[src/rtl/sio_dmu_pkg.sv]
// Shared constants, FSM encoding and parity helper for the SIU-to-DMU outbound scheduler.
package sio_dmu_pkg;

  localparam int SIO_DMU_BEATS  = 4;
  localparam int SIO_DMU_DATA_W = 128;
  localparam int SIO_DMU_PAR_W  = SIO_DMU_DATA_W / 16;

  typedef enum logic [1:0] {IDLE, HDR, DATA} sched_state_e;

  // Even parity over each 16-bit lane of a bus word.
  function automatic logic [SIO_DMU_PAR_W-1:0] calc_parity(input logic [SIO_DMU_DATA_W-1:0] d);
    logic [SIO_DMU_PAR_W-1:0] p;
    p = '0;
    for (int i = 0; i < SIO_DMU_PAR_W; i++) p[i] = ^d[16*i +: 16];
    return p;
  endfunction

endpackage

[src/rtl/sio_dmu_out_sched_if.sv]
// SIU-to-DMU outbound bus: header/payload word, parity and the returning credit pulse.
interface sio_dmu_out_sched_if;
  import sio_dmu_pkg::*;

  logic                      sio_dmu_hdr_vld;
  logic                      sio_dmu_datareq;
  logic [SIO_DMU_DATA_W-1:0] sio_dmu_data;
  logic [SIO_DMU_PAR_W-1:0]  sio_dmu_parity;
  logic                      dmu_sio_credit;

  modport master (
    output sio_dmu_hdr_vld, sio_dmu_datareq, sio_dmu_data, sio_dmu_parity,
    input  dmu_sio_credit
  );

  modport slave (
    input  sio_dmu_hdr_vld, sio_dmu_datareq, sio_dmu_data, sio_dmu_parity,
    output dmu_sio_credit
  );
endinterface

[src/rtl/sio_dmu_rr_arb.sv]
// Round-robin arbiter: search starts at the source after the last advanced winner.
module sio_dmu_rr_arb #(
  parameter int NUM_REQ = 2
) (
  input  logic                       iol2clk,
  input  logic                       rst,
  input  logic [NUM_REQ-1:0]         req,
  input  logic                       adv,
  output logic [NUM_REQ-1:0]         gnt,
  output logic [$clog2(NUM_REQ)-1:0] gnt_idx
);
  localparam int IW = $clog2(NUM_REQ);
  localparam int CW = IW + 1;

  logic [IW-1:0] ptr;
  logic [CW-1:0] cand;

  // Descending scan so the candidate closest to ptr is the last (winning) write.
  always_comb begin
    gnt     = '0;
    gnt_idx = '0;
    cand    = '0;
    for (int k = NUM_REQ - 1; k >= 0; k--) begin
      cand = {1'b0, ptr} + CW'(k);
      if (cand >= CW'(NUM_REQ)) cand = cand - CW'(NUM_REQ);
      if (req[cand[IW-1:0]]) begin
        gnt                = '0;
        gnt[cand[IW-1:0]]  = 1'b1;
        gnt_idx            = cand[IW-1:0];
      end
    end
  end

  always_ff @(posedge iol2clk) begin
    if (rst) begin
      ptr <= '0;
    end else if (adv) begin
      ptr <= (gnt_idx == IW'(NUM_REQ - 1)) ? '0 : gnt_idx + 1'b1;
    end
  end

endmodule

[src/rtl/sio_dmu_out_sched.sv]
// Credit-gated round-robin scheduler sequencing header + 4-beat payload onto the sio_dmu bus.
// Define SIO_DMU_PARITY_EN to generate per-16-bit even parity; otherwise parity is tied to 0.
module sio_dmu_out_sched
  import sio_dmu_pkg::*;
#(
  parameter int NUM_REQ = 2,
  parameter int CREDITS = 4
) (
  input  logic                              iol2clk,
  input  logic                              rst,
  input  logic [NUM_REQ-1:0]                src_vld,
  input  logic [NUM_REQ-1:0]                src_has_data,
  input  logic [NUM_REQ*SIO_DMU_DATA_W-1:0] src_hdr,
  input  logic [NUM_REQ*SIO_DMU_DATA_W-1:0] src_data,
  output logic [NUM_REQ-1:0]                src_hdr_ack,
  output logic [NUM_REQ-1:0]                src_beat_rd,
  output logic                              cred_ovf,
  sio_dmu_out_sched_if.master               dmu
);
  localparam int IW = $clog2(NUM_REQ);
  localparam int CW = 4;
  localparam logic [CW-1:0] CRED_MAX  = CW'(CREDITS);
  localparam logic [1:0]    LAST_BEAT = 2'(SIO_DMU_BEATS - 1);

  sched_state_e              state, state_nxt;
  logic [1:0]                beat_cnt, beat_cnt_nxt;
  logic [IW-1:0]             win_idx;
  logic                      win_data;
  logic [CW-1:0]             cred_cnt;
  logic [NUM_REQ-1:0]        arb_gnt;
  logic [IW-1:0]             arb_idx;
  logic                      bus_free, issue, beat_take;
  logic [SIO_DMU_DATA_W-1:0] data_nxt;
  logic [SIO_DMU_DATA_W-1:0] hdr_a [NUM_REQ];
  logic [SIO_DMU_DATA_W-1:0] dat_a [NUM_REQ];
  logic                      hdr_vld_p1, datareq_p1;
  logic [SIO_DMU_DATA_W-1:0] data_p1;

  for (genvar gi = 0; gi < NUM_REQ; gi++) begin : g_unpack
    assign hdr_a[gi] = src_hdr[gi*SIO_DMU_DATA_W +: SIO_DMU_DATA_W];
    assign dat_a[gi] = src_data[gi*SIO_DMU_DATA_W +: SIO_DMU_DATA_W];
  end

  sio_dmu_rr_arb #(.NUM_REQ(NUM_REQ)) u_arb (
    .iol2clk (iol2clk),
    .rst     (rst),
    .req     (src_vld),
    .adv     (issue),
    .gnt     (arb_gnt),
    .gnt_idx (arb_idx)
  );

  // Pulses are suppressed during reset so an abandoned packet sees no further reads.
  always_comb begin
    state_nxt    = state;
    beat_cnt_nxt = beat_cnt;
    bus_free     = 1'b0;
    beat_take    = 1'b0;
    case (state)
      IDLE: bus_free = 1'b1;
      HDR: begin
        if (win_data) begin
          beat_take    = 1'b1;
          beat_cnt_nxt = 2'd0;
          state_nxt    = DATA;
        end else begin
          bus_free = 1'b1;
        end
      end
      DATA: begin
        if (beat_cnt == LAST_BEAT) begin
          bus_free = 1'b1;
        end else begin
          beat_take    = 1'b1;
          beat_cnt_nxt = beat_cnt + 2'd1;
        end
      end
      default: state_nxt = IDLE;
    endcase
    issue     = !rst && bus_free && (|src_vld) && (cred_cnt != '0);
    beat_take = beat_take && !rst;
    if (bus_free) state_nxt = issue ? HDR : IDLE;
  end

  assign src_hdr_ack = issue ? arb_gnt : '0;
  assign src_beat_rd = beat_take ? (NUM_REQ'(1) << win_idx) : '0;
  assign data_nxt    = issue ? hdr_a[arb_idx] : (beat_take ? dat_a[win_idx] : '0);

  always_ff @(posedge iol2clk) begin
    if (rst) begin
      state    <= IDLE;
      beat_cnt <= 2'd0;
      win_idx  <= '0;
      win_data <= 1'b0;
      cred_cnt <= CRED_MAX;
      cred_ovf <= 1'b0;
    end else begin
      state    <= state_nxt;
      beat_cnt <= beat_cnt_nxt;
      if (issue) begin
        win_idx  <= arb_idx;
        win_data <= src_has_data[arb_idx];
      end
      if (issue && !dmu.dmu_sio_credit) begin
        cred_cnt <= cred_cnt - 1'b1;
      end else if (!issue && dmu.dmu_sio_credit) begin
        if (cred_cnt == CRED_MAX) cred_ovf <= 1'b1;
        else                      cred_cnt <= cred_cnt + 1'b1;
      end
    end
  end

  // ---- p1: registered bus word ----
  always_ff @(posedge iol2clk) begin
    if (rst) begin
      hdr_vld_p1 <= 1'b0;
      datareq_p1 <= 1'b0;
      data_p1    <= '0;
    end else begin
      hdr_vld_p1 <= issue;
      datareq_p1 <= issue && src_has_data[arb_idx];
      data_p1    <= data_nxt;
    end
  end

  assign dmu.sio_dmu_hdr_vld = hdr_vld_p1;
  assign dmu.sio_dmu_datareq = datareq_p1;
  assign dmu.sio_dmu_data    = data_p1;

`ifdef SIO_DMU_PARITY_EN
  logic [SIO_DMU_PAR_W-1:0] parity_p1;

  always_ff @(posedge iol2clk) begin
    if (rst) parity_p1 <= '0;
    else     parity_p1 <= calc_parity(data_nxt);
  end

  assign dmu.sio_dmu_parity = parity_p1;
`else
  assign dmu.sio_dmu_parity = '0;
`endif

endmodule

[src/flat_wrapper.sv]
// flat-port wrapper written by rule: the top's interface ports become plain ports
module sio_dmu_out_sched_flat import sio_dmu_pkg::*;
#(
  parameter int NUM_REQ = 2,
  parameter int CREDITS = 4
)
  (iol2clk, rst, src_vld, src_has_data, src_hdr, src_data, src_hdr_ack, src_beat_rd, cred_ovf, dmu_sio_dmu_hdr_vld, dmu_sio_dmu_datareq, dmu_sio_dmu_data, dmu_sio_dmu_parity, dmu_dmu_sio_credit);
  sio_dmu_out_sched_if dmu_i ();
  input  logic iol2clk;
  input  logic rst;
  input  logic [NUM_REQ-1:0] src_vld;
  input  logic [NUM_REQ-1:0] src_has_data;
  input  logic [NUM_REQ*SIO_DMU_DATA_W-1:0] src_hdr;
  input  logic [NUM_REQ*SIO_DMU_DATA_W-1:0] src_data;
  output logic [NUM_REQ-1:0] src_hdr_ack;
  output logic [NUM_REQ-1:0] src_beat_rd;
  output logic cred_ovf;
  output wire logic [$bits(dmu_i.sio_dmu_hdr_vld)-1:0] dmu_sio_dmu_hdr_vld;
  output wire logic [$bits(dmu_i.sio_dmu_datareq)-1:0] dmu_sio_dmu_datareq;
  output wire logic [$bits(dmu_i.sio_dmu_data)-1:0] dmu_sio_dmu_data;
  output wire logic [$bits(dmu_i.sio_dmu_parity)-1:0] dmu_sio_dmu_parity;
  input wire logic [$bits(dmu_i.dmu_sio_credit)-1:0] dmu_dmu_sio_credit;
  assign dmu_sio_dmu_hdr_vld = dmu_i.sio_dmu_hdr_vld;
  assign dmu_sio_dmu_datareq = dmu_i.sio_dmu_datareq;
  assign dmu_sio_dmu_data = dmu_i.sio_dmu_data;
  assign dmu_sio_dmu_parity = dmu_i.sio_dmu_parity;
  assign dmu_i.dmu_sio_credit = dmu_dmu_sio_credit;
  sio_dmu_out_sched #(.NUM_REQ(NUM_REQ), .CREDITS(CREDITS)) u_core (.iol2clk(iol2clk), .rst(rst), .src_vld(src_vld), .src_has_data(src_has_data), .src_hdr(src_hdr), .src_data(src_data), .src_hdr_ack(src_hdr_ack), .src_beat_rd(src_beat_rd), .cred_ovf(cred_ovf), .dmu(dmu_i));
endmodule
[config.mk]
export PLATFORM = sky130hd
export DESIGN_NAME = sio_dmu_out_sched_flat
export DESIGN_NICKNAME = d
export VERILOG_FILES = /design/src/rtl/sio_dmu_pkg.sv /design/src/rtl/sio_dmu_out_sched_if.sv /design/src/rtl/sio_dmu_rr_arb.sv /design/src/rtl/sio_dmu_out_sched.sv /design/src/flat_wrapper.sv
export SDC_FILE = /design/constraint.sdc
export NUM_CORES = 1
export LEC_CHECK = 0
export CAP_MARGIN = 40
export CORE_AREA = 2 2 261 263
export DETAILED_ROUTE_END_ITERATION = 6
export DIE_AREA = 0 0 263 265
export MAX_ROUTING_LAYER = met4
export PLACE_DENSITY = 0.39
export SYNTH_ARGS = -nofsm -noshare
export SYNTH_HDL_FRONTEND = slang
export SYNTH_SLANG_ARGS = --single-unit
[constraint.sdc]
create_clock -name iol2clk -period 6.7 [get_ports iol2clk]
set_input_delay 1.34 -clock iol2clk [delete_from_list [all_inputs] [get_ports iol2clk]]
set_output_delay 1.34 -clock iol2clk [all_outputs]
set_load 0.1 [all_outputs]
==> impl_results.md <==
- Outcome: completed
- Synth unique cells: 37
- H-tree depth: 4
- CTS hold repair buffers: 0
- Clock skew: about 0.011 ns
- Die area: roughly 70000 sq um
- I/O Buffers: about 650
- DR iter-0 viols: roughly 190
- Power per cell area: 206 nW/um^2
- Synth Cell Area: between 8000 and 9000 sq um
- Post-DRT Antenna Nets: 0
- Max-Cap Viols: 0
- Mean Syn Cell Area: just over 10 sq um
- Fmax: 206 MHz
- # rows: 95
- CTS buffer count: 17
- Initial antenna violation count: 1
- Crit path launch type: input port
- LEAKAGE: 0.00786 uW
- Cell count after placement: around 2400
- Commonest non-fill, non-tap cells in the layout: clkdlybuf4s50_1 (649), mux2i_1 (261), dfxtp_1 (141), nand2_1 (135), mux2_2 (128)
- Setup slack after layout: 1.85 ns
- P_int: approximately 2600 uW
- Area grow syn2layout: 138%
- Largest net degree at the start of global routing: 73
- Final-report setup violation count: 0
- Most frequent standard cell in the layout excluding fill and tap cells: clkdlybuf4s50_1
- Post-synth ARST share: 0%
- Die Y: roughly 270 microns
- Vias in the first global route: approximately 10000
- Clock Latency Late Sink: roughly 0.48 ns
- Core Region: 66800 sq um
- Hold crit path type: flip-flop to flip-flop
- Total power: ~4100 uW
- Worst slew pin tran: between 0.7 and 0.8 ns
- DIE WIDTH: 263 microns
- Fin. Hold Viols: 0
- Min Tclk post-route: just under 5 ns
- YS warnings: 0
- Crit path required time: ~5.4 ns
- Worst slack at placement: between 1.5 and 2 ns
- Ports: around 660
- CP endpoint kind: output pin
- Drt drc: 0
- Comb power frac: about 49%
- WL/cell: around 17 microns
- WL final: ~42 mm
- CTS resizes: 0
- Final Wtd Congestion: approximately 0.79
- Post-CTS setup buffer count: 0
- Tot GR Track Use: approximately 12%
- Final nets: approximately 2100
- Initial core utilization: 12.4%
- Sequential fraction of the synthesis area: 34.4%
- Via Count: slightly below 9000
- Ratio of cells with drive above 1 in the final layout: ~20%
- First-pass DRT Iterations: 4
- Mapped Cells: 804
- CTS tree: built
- Global-route wire length before repair: 61.4 mm
- Clock power share: between 20% and 30%
- Clock root cell: clkbuf_16
- Psw: around 1500 uW
- GRT Residual Overflow: 0
- Seq pwr share: between 20% and 30%
- Critical path class: input port to output pin
- Final setup TNS: 0 ns
- Maximum vdd drop: ~0.00017 V
- Via density per instance: between 3 and 4
- Reg clk slew, reported paths: approximately 0.060 ns
- Finished Layout Cells: 2444
- Slew headroom: 47.2%
- Sw Share: between 30% and 40%
- Number of clock sinks: about 140
- Unrepaired setup endpoints after global routing: false
- Maximum buffer depth of the clock tree: 2
- Critical path peak fanout: 23
- Hold Worst Slack: around 0.46 ns
- Post-synth top flop: dfxtp_1
- Post-synth EDFFs: 0
- CP arrival: around 3.5 ns
- Seq cells post-synth: about 140
- Final worst-path cycle share: just over 70%
- Max Slew Vio Count: 0
- DP HPWL: between 30 and 40 mm
## stage by stage
stage	cell area [sq um]	util (%)
global route	19700	29.4
global placement	15600	23.4
finish	19700	29.4
floorplan	8300	-
detailed placement	19000	28.5
CTS	19700	29.4
## cells in the mapped netlist, types with 4 or more instances
| cell | number | area share [%] |
|---|---|---|
| a21oi_1 | 9 | 0.54 |
| inv_1 | 8 | 0.36 |
| buf_2 | 14 | 0.85 |
| nand2b_1 | 6 | 0.45 |
| nor2_1 | 6 | 0.27 |
| mux2i_1 | 261 | 32 |
| ha_1 | 9 | 1.4 |
| dfxtp_1 | 142 | 34 |
| mux2_2 | 128 | 17 |
| buf_6 | 13 | 1.8 |
| buf_1 | 4 | 0.18 |
| clkbuf_1 | 30 | 1.4 |
| buf_4 | 8 | 0.73 |
| nand2_1 | 135 | 6.1 |
## final timing paths
kind / depth (start not counted) / startpoint / end / slack [ns]
max: 6 / rst / src_hdr_ack[1] / 1.85
min: 2 / u_core.beat_cnt[1]$_SDFFE_PP0P_ / u_core.beat_cnt[1]$_SDFFE_PP0P_ / 0.46
max reg2reg: 8 / u_core.state[0]$_SDFFE_PP0P_ / u_core.dmu.sio_dmu_data[102]$_SDFF_PP0_ / 3.17
min reg2reg: 2 / u_core.beat_cnt[1]$_SDFFE_PP0P_ / u_core.beat_cnt[1]$_SDFFE_PP0P_ / 0.46
## cell type report
cell class	count	area (sq um)
Sequential cell	142	2850
Fill cell	6802	47100
Multi-Input combinational cell	591	5040
Antenna cell	1	2.50
Inverter	9	33.8
Tap cell	873	1090
Clock inverter	11	179
Clock buffer	21	470
Timing Repair Buffer	796	10000
## cell families after synthesis
logic type | synth area share [%]
AO/OA/AOI/OAI | 1.36
XOR/XNOR | 0.212
adder cells (fa/ha/maj) | 1.36
buffers and inverters | 5.30
flip-flops | 34.4
multiplexers | 49.0
other | 0.0453
AND/OR/NAND/NOR | 8.34
## critical path, stage by stage
cell	delay (ns)
clkdlybuf4s50_1	0.66
nor2_1	0.22
and3_4	0.47
clkinv_1	0.32
nor2_1	0.17
buf_4	0.31
## sequential cells by signal, indices dropped and copies added, names as in the netlist
name,cells
u_core.beat_cnt,2
u_core.u_arb.ptr,1
u_core.cred_ovf,1
u_core.win_data,1
u_core.cred_cnt,4
u_core.state,2
u_core.dmu.sio_dmu_datareq,1
u_core.win_idx,1
u_core.dmu.sio_dmu_hdr_vld,1
u_core.dmu.sio_dmu_data,128
## power groups by stage
stage          combinational [uW]  sequential, uW  clock [uW]
2_1_floorplan                 417            1550           0
3_3_place_gp                 1560             985           0
3_5_place_dp                 2010             985           0
4_1_cts                      2020             966        1150
5_1_grt                      2080             974        1180
6_report                     2000             964        1090
## routing by layer
layer / up-vias / global-route usage [%] / share of wire, %
li1: 4314 / - / -
met1: 4012 / 12.3 / 37
met2: 392 / 22.9 / 55
met3: 27 / 3.80 / 6.8
met4: 0 / 3.17 / 1.2
met5: - / - / 0
No activity file was read; power rests on OpenSTA's default activity.
